$ cat src/rtl/force_release_ctrl.sv
// force_release_ctrl: arbitrates force/release/readback commands from NUM_REQ
// requesters onto NUM_SIG forceable W-bit signals. Holds per-bit force-enable and
// force-value registers; eff = (en & val) | (~en & orig).
// Optional per-signal ownership is enabled by defining FORCE_CTRL_OWNER_EN.
module force_release_ctrl #(
  parameter int unsigned NUM_REQ = 2,
  parameter int unsigned NUM_SIG = 4,
  parameter int unsigned W       = 64,
  localparam int unsigned AW = (NUM_SIG > 1) ? $clog2(NUM_SIG) : 1,
  localparam int unsigned RW = (NUM_REQ > 1) ? $clog2(NUM_REQ) : 1
) (
  input  logic                   clk,
  input  logic                   rst_n,
  input  logic [NUM_REQ-1:0]     req_valid,
  output logic [NUM_REQ-1:0]     req_ready,
  input  logic [NUM_REQ*2-1:0]   req_op,
  input  logic [NUM_REQ*AW-1:0]  req_addr,
  input  logic [NUM_REQ*W-1:0]   req_mask,
  input  logic [NUM_REQ*W-1:0]   req_data,
  output logic                   rsp_valid,
  input  logic                   rsp_ready,
  output logic [RW-1:0]          rsp_id,
  output logic                   rsp_err,
  output logic [W-1:0]           rsp_data,
  input  logic [NUM_SIG*W-1:0]   orig_val,
  output logic [NUM_SIG*W-1:0]   eff_val,
  output logic [NUM_SIG*W-1:0]   force_en_o
);

  localparam logic [1:0] OP_FORCE   = 2'b01;
  localparam logic [1:0] OP_RELEASE = 2'b10;

  typedef enum logic [1:0] {S_IDLE, S_APPLY, S_RESP} state_e;

  state_e                    state_q;
  logic [NUM_SIG-1:0][W-1:0] en_q, val_q;
  logic [RW-1:0]             last_q, cmd_id_q, rsp_id_q;
  logic [1:0]                cmd_op_q;
  logic [AW-1:0]             cmd_addr_q;
  logic [W-1:0]              cmd_mask_q, cmd_data_q, rsp_data_q;
  logic                      rsp_valid_q, rsp_err_q;
`ifdef FORCE_CTRL_OWNER_EN
  logic [NUM_SIG-1:0]        owned_q;
  logic [NUM_SIG-1:0][RW-1:0] owner_q;
  logic                      tgt_owned_c;
  logic [RW-1:0]             tgt_owner_c;
`endif

  logic                      hi_found_c, lo_found_c, grant_found_c;
  logic [RW-1:0]             hi_id_c, lo_id_c, grant_id_c;
  logic [1:0]                sel_op_c;
  logic [AW-1:0]             sel_addr_c;
  logic [W-1:0]              sel_mask_c, sel_data_c;
  logic [NUM_SIG-1:0]        addr_hit_c;
  logic                      err_c;
  logic [W-1:0]              tgt_en_c, tgt_val_c, tgt_orig_c;
  logic [W-1:0]              nxt_en_c, nxt_val_c, rdata_c;

  // Round-robin search: first valid above last grant, else first valid at or below it
  always_comb begin
    hi_found_c = 1'b0;
    lo_found_c = 1'b0;
    hi_id_c    = '0;
    lo_id_c    = '0;
    for (int i = 0; i < int'(NUM_REQ); i++) begin
      if (req_valid[i]) begin
        if (i > int'(last_q)) begin
          if (!hi_found_c) begin
            hi_found_c = 1'b1;
            hi_id_c    = RW'(i);
          end
        end else if (!lo_found_c) begin
          lo_found_c = 1'b1;
          lo_id_c    = RW'(i);
        end
      end
    end
    grant_found_c = hi_found_c | lo_found_c;
    grant_id_c    = hi_found_c ? hi_id_c : lo_id_c;
  end

  // Mux the granted requester's fields and raise its ready while idle
  always_comb begin
    req_ready  = '0;
    sel_op_c   = '0;
    sel_addr_c = '0;
    sel_mask_c = '0;
    sel_data_c = '0;
    for (int i = 0; i < int'(NUM_REQ); i++) begin
      if (RW'(i) == grant_id_c) begin
        sel_op_c   = req_op[i*2 +: 2];
        sel_addr_c = req_addr[i*AW +: AW];
        sel_mask_c = req_mask[i*W +: W];
        sel_data_c = req_data[i*W +: W];
        if (rst_n && (state_q == S_IDLE) && grant_found_c) req_ready[i] = 1'b1;
      end
    end
  end

  // Decode the latched command against the target signal and compute its new state
  always_comb begin
    addr_hit_c = '0;
    tgt_en_c   = '0;
    tgt_val_c  = '0;
    tgt_orig_c = '0;
`ifdef FORCE_CTRL_OWNER_EN
    tgt_owned_c = 1'b0;
    tgt_owner_c = '0;
`endif
    for (int i = 0; i < int'(NUM_SIG); i++) begin
      if (cmd_addr_q == AW'(i)) begin
        addr_hit_c[i] = 1'b1;
        tgt_en_c      = en_q[i];
        tgt_val_c     = val_q[i];
        tgt_orig_c    = orig_val[i*W +: W];
`ifdef FORCE_CTRL_OWNER_EN
        tgt_owned_c   = owned_q[i];
        tgt_owner_c   = owner_q[i];
`endif
      end
    end
    err_c = ~|addr_hit_c;
`ifdef FORCE_CTRL_OWNER_EN
    // A non-owner may not modify an owned signal; readback is always allowed
    if (((cmd_op_q == OP_FORCE) || (cmd_op_q == OP_RELEASE)) && tgt_owned_c &&
        (tgt_owner_c != cmd_id_q)) err_c = 1'b1;
`endif
    nxt_en_c  = tgt_en_c;
    nxt_val_c = tgt_val_c;
    if (!err_c) begin
      if (cmd_op_q == OP_FORCE) begin
        nxt_en_c  = tgt_en_c | cmd_mask_q;
        nxt_val_c = (tgt_val_c & ~cmd_mask_q) | (cmd_data_q & cmd_mask_q);
      end else if (cmd_op_q == OP_RELEASE) begin
        nxt_en_c  = tgt_en_c & ~cmd_mask_q;
        nxt_val_c = tgt_val_c & ~cmd_mask_q;
      end
    end
    rdata_c = err_c ? '0 : ((nxt_en_c & nxt_val_c) | (~nxt_en_c & tgt_orig_c));
  end

  // Command FSM, force registers and registered response
  always_ff @(posedge clk or negedge rst_n) begin
    if (!rst_n) begin
      state_q     <= S_IDLE;
      en_q        <= '0;
      val_q       <= '0;
      last_q      <= '0;
      cmd_id_q    <= '0;
      cmd_op_q    <= '0;
      cmd_addr_q  <= '0;
      cmd_mask_q  <= '0;
      cmd_data_q  <= '0;
      rsp_valid_q <= 1'b0;
      rsp_err_q   <= 1'b0;
      rsp_id_q    <= '0;
      rsp_data_q  <= '0;
`ifdef FORCE_CTRL_OWNER_EN
      owned_q     <= '0;
      owner_q     <= '0;
`endif
    end else begin
      case (state_q)
        S_IDLE: begin
          if (grant_found_c) begin
            cmd_id_q   <= grant_id_c;
            cmd_op_q   <= sel_op_c;
            cmd_addr_q <= sel_addr_c;
            cmd_mask_q <= sel_mask_c;
            cmd_data_q <= sel_data_c;
            last_q     <= grant_id_c;
            state_q    <= S_APPLY;
          end
        end
        S_APPLY: begin
          for (int i = 0; i < int'(NUM_SIG); i++) begin
            if (addr_hit_c[i] && !err_c) begin
              en_q[i]  <= nxt_en_c;
              val_q[i] <= nxt_val_c;
`ifdef FORCE_CTRL_OWNER_EN
              if ((cmd_op_q == OP_FORCE) && !owned_q[i]) begin
                owned_q[i] <= 1'b1;
                owner_q[i] <= cmd_id_q;
              end else if ((cmd_op_q == OP_RELEASE) && (nxt_en_c == '0)) begin
                owned_q[i] <= 1'b0;
              end
`endif
            end
          end
          rsp_valid_q <= 1'b1;
          rsp_err_q   <= err_c;
          rsp_id_q    <= cmd_id_q;
          rsp_data_q  <= rdata_c;
          state_q     <= S_RESP;
        end
        S_RESP: begin
          if (rsp_ready) begin
            rsp_valid_q <= 1'b0;
            state_q     <= S_IDLE;
          end
        end
        default: state_q <= S_IDLE;
      endcase
    end
  end

  assign rsp_valid  = rsp_valid_q;
  assign rsp_err    = rsp_err_q;
  assign rsp_id     = rsp_id_q;
  assign rsp_data   = rsp_data_q;
  assign force_en_o = en_q;
  assign eff_val    = (en_q & val_q) | (~en_q & orig_val);

endmodule

$ cat config.mk
export PLATFORM = sky130hd
export DESIGN_NAME = force_release_ctrl
export DESIGN_NICKNAME = d
export VERILOG_FILES = /design/src/rtl/force_release_ctrl.sv
export SDC_FILE = /design/constraint.sdc
export NUM_CORES = 2
export LEC_CHECK = 0
export CAP_MARGIN = 20
export CORE_AREA = 8 8 423 425
export DETAILED_ROUTE_END_ITERATION = 8
export DIE_AREA = 0 0 431 433
export PLACE_DENSITY = 0.4
export SYNTH_ARGS = -nofsm -noshare
export SYNTH_HDL_FRONTEND = slang
export SYNTH_SLANG_ARGS = --single-unit
$ cat constraint.sdc
create_clock -name clk -period 2.45 [get_ports clk]
set_clock_uncertainty 0.05 [all_clocks]
set_input_delay 0.6125 -clock clk [delete_from_list [all_inputs] [get_ports clk]]
set_output_delay 0.6125 -clock clk [all_outputs]
set_load 0.02 [all_outputs]
==> results.py <==
metrics = {
    "floorplanning": {
        "ios": 1106,
        "start_util_pct": 22.0,
        "dieWidth_um": 431,
        "core-area_um2": 172000,
        "dieArea_um2": 187000,
        "rows": 153,
        "chipHeight_um": 433,
    },
    "global_routing": {
        "grt_pass1_wl_um": 288000,
        "overflow": 0,
        "grt_pass1_vias": 36300,
        "grt_start_max_net_pins": 129,
        "grt_usage_pct": 21.1,
        "antenna_found_initial": 36,
    },
    "timing": {
        "totalNegativeSetupSlack_ps": -208,
        "setup_viol": 3,
        "slew_headroom_pct": 43.2,
        "fin_ws_ps": -174,
        "finalMaxSlewViolations": 0,
        "grt_setup_unrepaired": "yes",
        "hold_viol_final": 0,
        "fin_crit_sh_pct": 107,
        "finalCriticalPeriod_ps": 2620,
        "worst_pin_slew_ps": 853,
        "max_freq_ghz": 0.381,
    },
    "clock_network": {
        "clock-sinks": 714,
        "clkLatencyLatePin_ps": 690,
        "cts_buffer_depth": 3,
        "cts-root-buf": "clkbuf_16",
        "cts_buffers": 92,
        "clkTransAtPathRegs_ps": 60,
        "tritoncts": "built",
        "ctsHtreeMaxLevel": 3,
    },
    "final_layout": {
        "syn2layout_area_growth_pct": 52.2,
        "finalInstanceArea_um2": 57700,
        "drive_gt1_share_pct": 28.1,
        "finalNetCount": 5519,
        "final_common_cell": "dfrtp_1",
        "final_cell_count_no_fill": 7399,
        "layout_common_cells": "dfrtp_1 (664), nand2_1 (644), o21ai_0 (632), clkdlybuf4s50_1 (551), buf_4 (433)",
    },
    "detailed_routing": {
        "wl_met2_um": 106000,
        "topRoutingLayerUsed": "met5",
        "drc_errors": 0,
        "via_per_inst": 4.69,
        "wl_met3_um": 9630,
        "vias": 34700,
        "wl_per_cell_um": 27.8,
        "dr.pass1.iters": 5,
        "wl_um": 206000,
        "drt_iter0_drc": 2247,
        "ant_nets": 0,
        "wl_met1_um": 84500,
    },
    "logic_synthesis": {
        "synthesis.nets": 4109,
        "ys_ff_latch": 714,
        "synth_warnings": 0,
        "synth_area_leaders": "dfrtp_1 (47%), mux4_2 (11%), o21ai_0 (8.3%)",
        "yosysTopAreaCell": "dfrtp_1",
        "avgSynthCellArea_um2": 10.6,
        "netlist_instances": 3584,
        "yosysSeqAreaShare_pct": 47.2,
        "synth_cell_types": 30,
        "netlist_area_um2": 37900,
        "synth_top_area_share_pct": 47.2,
    },
    "worst_setup_path": {
        "cp-end-kind": "output pin",
        "crit_arrival_ps": 1960,
        "crit_required_ps": 1790,
        "critPathKind": "flip-flop to output pin",
        "cp_max_fo": 2,
        "rrSetupSlack_ps": 100,
        "critPathLaunchType": "flip-flop",
    },
    "run_status": {
        "violations": "setup timing",
        "outcome": "finished with violations",
    },
    "placed_design": {
        "dp.cells": 7091,
        "gp_congestion": 0.875,
        "io_buffer_count": 1105,
        "place_area_um2": 54200,
        "post-place-ws_ps": -612,
        "dp_hpwl_um": 156000,
    },
    "job": {
        "cap_violations": 0,
    },
    "power": {
        "vdd_drop_max_uv": 606,
        "leakage_nw": 25.1,
        "finalPower_mw": 79.4,
        "power.density_nw_per_um2": 1380,
    },
    "min_path": {
        "hold_path_class": "flip-flop to flip-flop",
    },
}
-- final timing paths --
check / start / to / cells past startpoint
max: state_q[0] / req_ready[0] / 7
min: rsp_id / rsp_id / 2
max reg2reg: cmd_addr_q[0] / force_en_o[62] / 6
min reg2reg: rsp_id / rsp_id / 2
max in group asynchronous: rst_n / force_en_o[45] / 4
min in group asynchronous: rst_n / force_en_o[8] / 3
-- cell usage after synthesis (all sizes together) --
library cell / count
inv: 1
nor2: 134
a31oi: 64
mux2i: 132
a32oi: 65
nand2: 645
and2: 130
clkbuf: 177
nor2b: 67
o21ai: 641
mux4: 192
nand2b: 2
mux2: 256
a21boi: 1
nand3b: 2
or3: 1
dfrtp: 714
a21oi: 135
o31ai: 64
buf: 95
o21a: 64
and3: 1
nand3: 1
-- cell families after synthesis --
logic type,count (synthesis),synth area share [%]
simple gates,983,11.1
compound gates,1034,16.1
buf+inv,273,3.12
flops,714,47.2
mux,580,22.5
-- worst max-delay path: stages, from the launching register on --
cell     delay (ps)
dfrtp_1         380
nor2_2          120
buf_6           140
o21a_4          150
nand2_4          50
nor2_4          170
buf_6           140
buf_12          130
-- flip-flops by register name (all words and copies together), names as in the netlist --
signal      count
rsp_data       64
rsp_valid       1
cmd_mask_q     64
rsp_err         1
rsp_id          1
state_q         2
force_en_o    256
cmd_id_q        1
cmd_data_q     64
cmd_op_q        2
val_q         256
cmd_addr_q      2
-- final cells by class --
cell class              instances  area [µm²]
diodes                         17        42.5
clock buffers                 134        2750
clock inverters                23         324
fillers                     17600      115000
inverters                       1        3.75
multi-input cells            2597       19000
flip-flops and latches        714       17900
well taps                    2325        2910
repair buffers               1588       14700
-- routing by layer --
metal	vias to the layer above	global-route usage, %
met5	-	0
met4	8	5.21
met2	1081	38.3
met3	233	3.74
li1	15800	-
met1	17600	25.9
-- timing repair --
action / 4_1_cts / 5_1_grt
pin swaps: 3 / 2
hold buffers: 1 / 0
endpoints found under the hold margin: 85 / 0
gates resized for setup: 1049 / 89
setup endpoints to repair: 531 / 107
buffers inserted: 119 / 16
-- through the flow --
step / util, % / hold slack, ps
after global routing: 33.4 / 394
after detailed placement: 31.4 / 425
after floorplan: - / 267
final: 33.4 / 436
after global placement: 31.4 / 421
after CTS: 33.5 / 432
-- where the power goes --
group / internal, mW / switching (mW) / total [mW]
clock: 8.21 / 5.72 / 13.9
sequential: 16.7 / 5.56 / 22.2
combinational: 18.4 / 24.8 / 43.2
(Power assumes the default switching activity.)
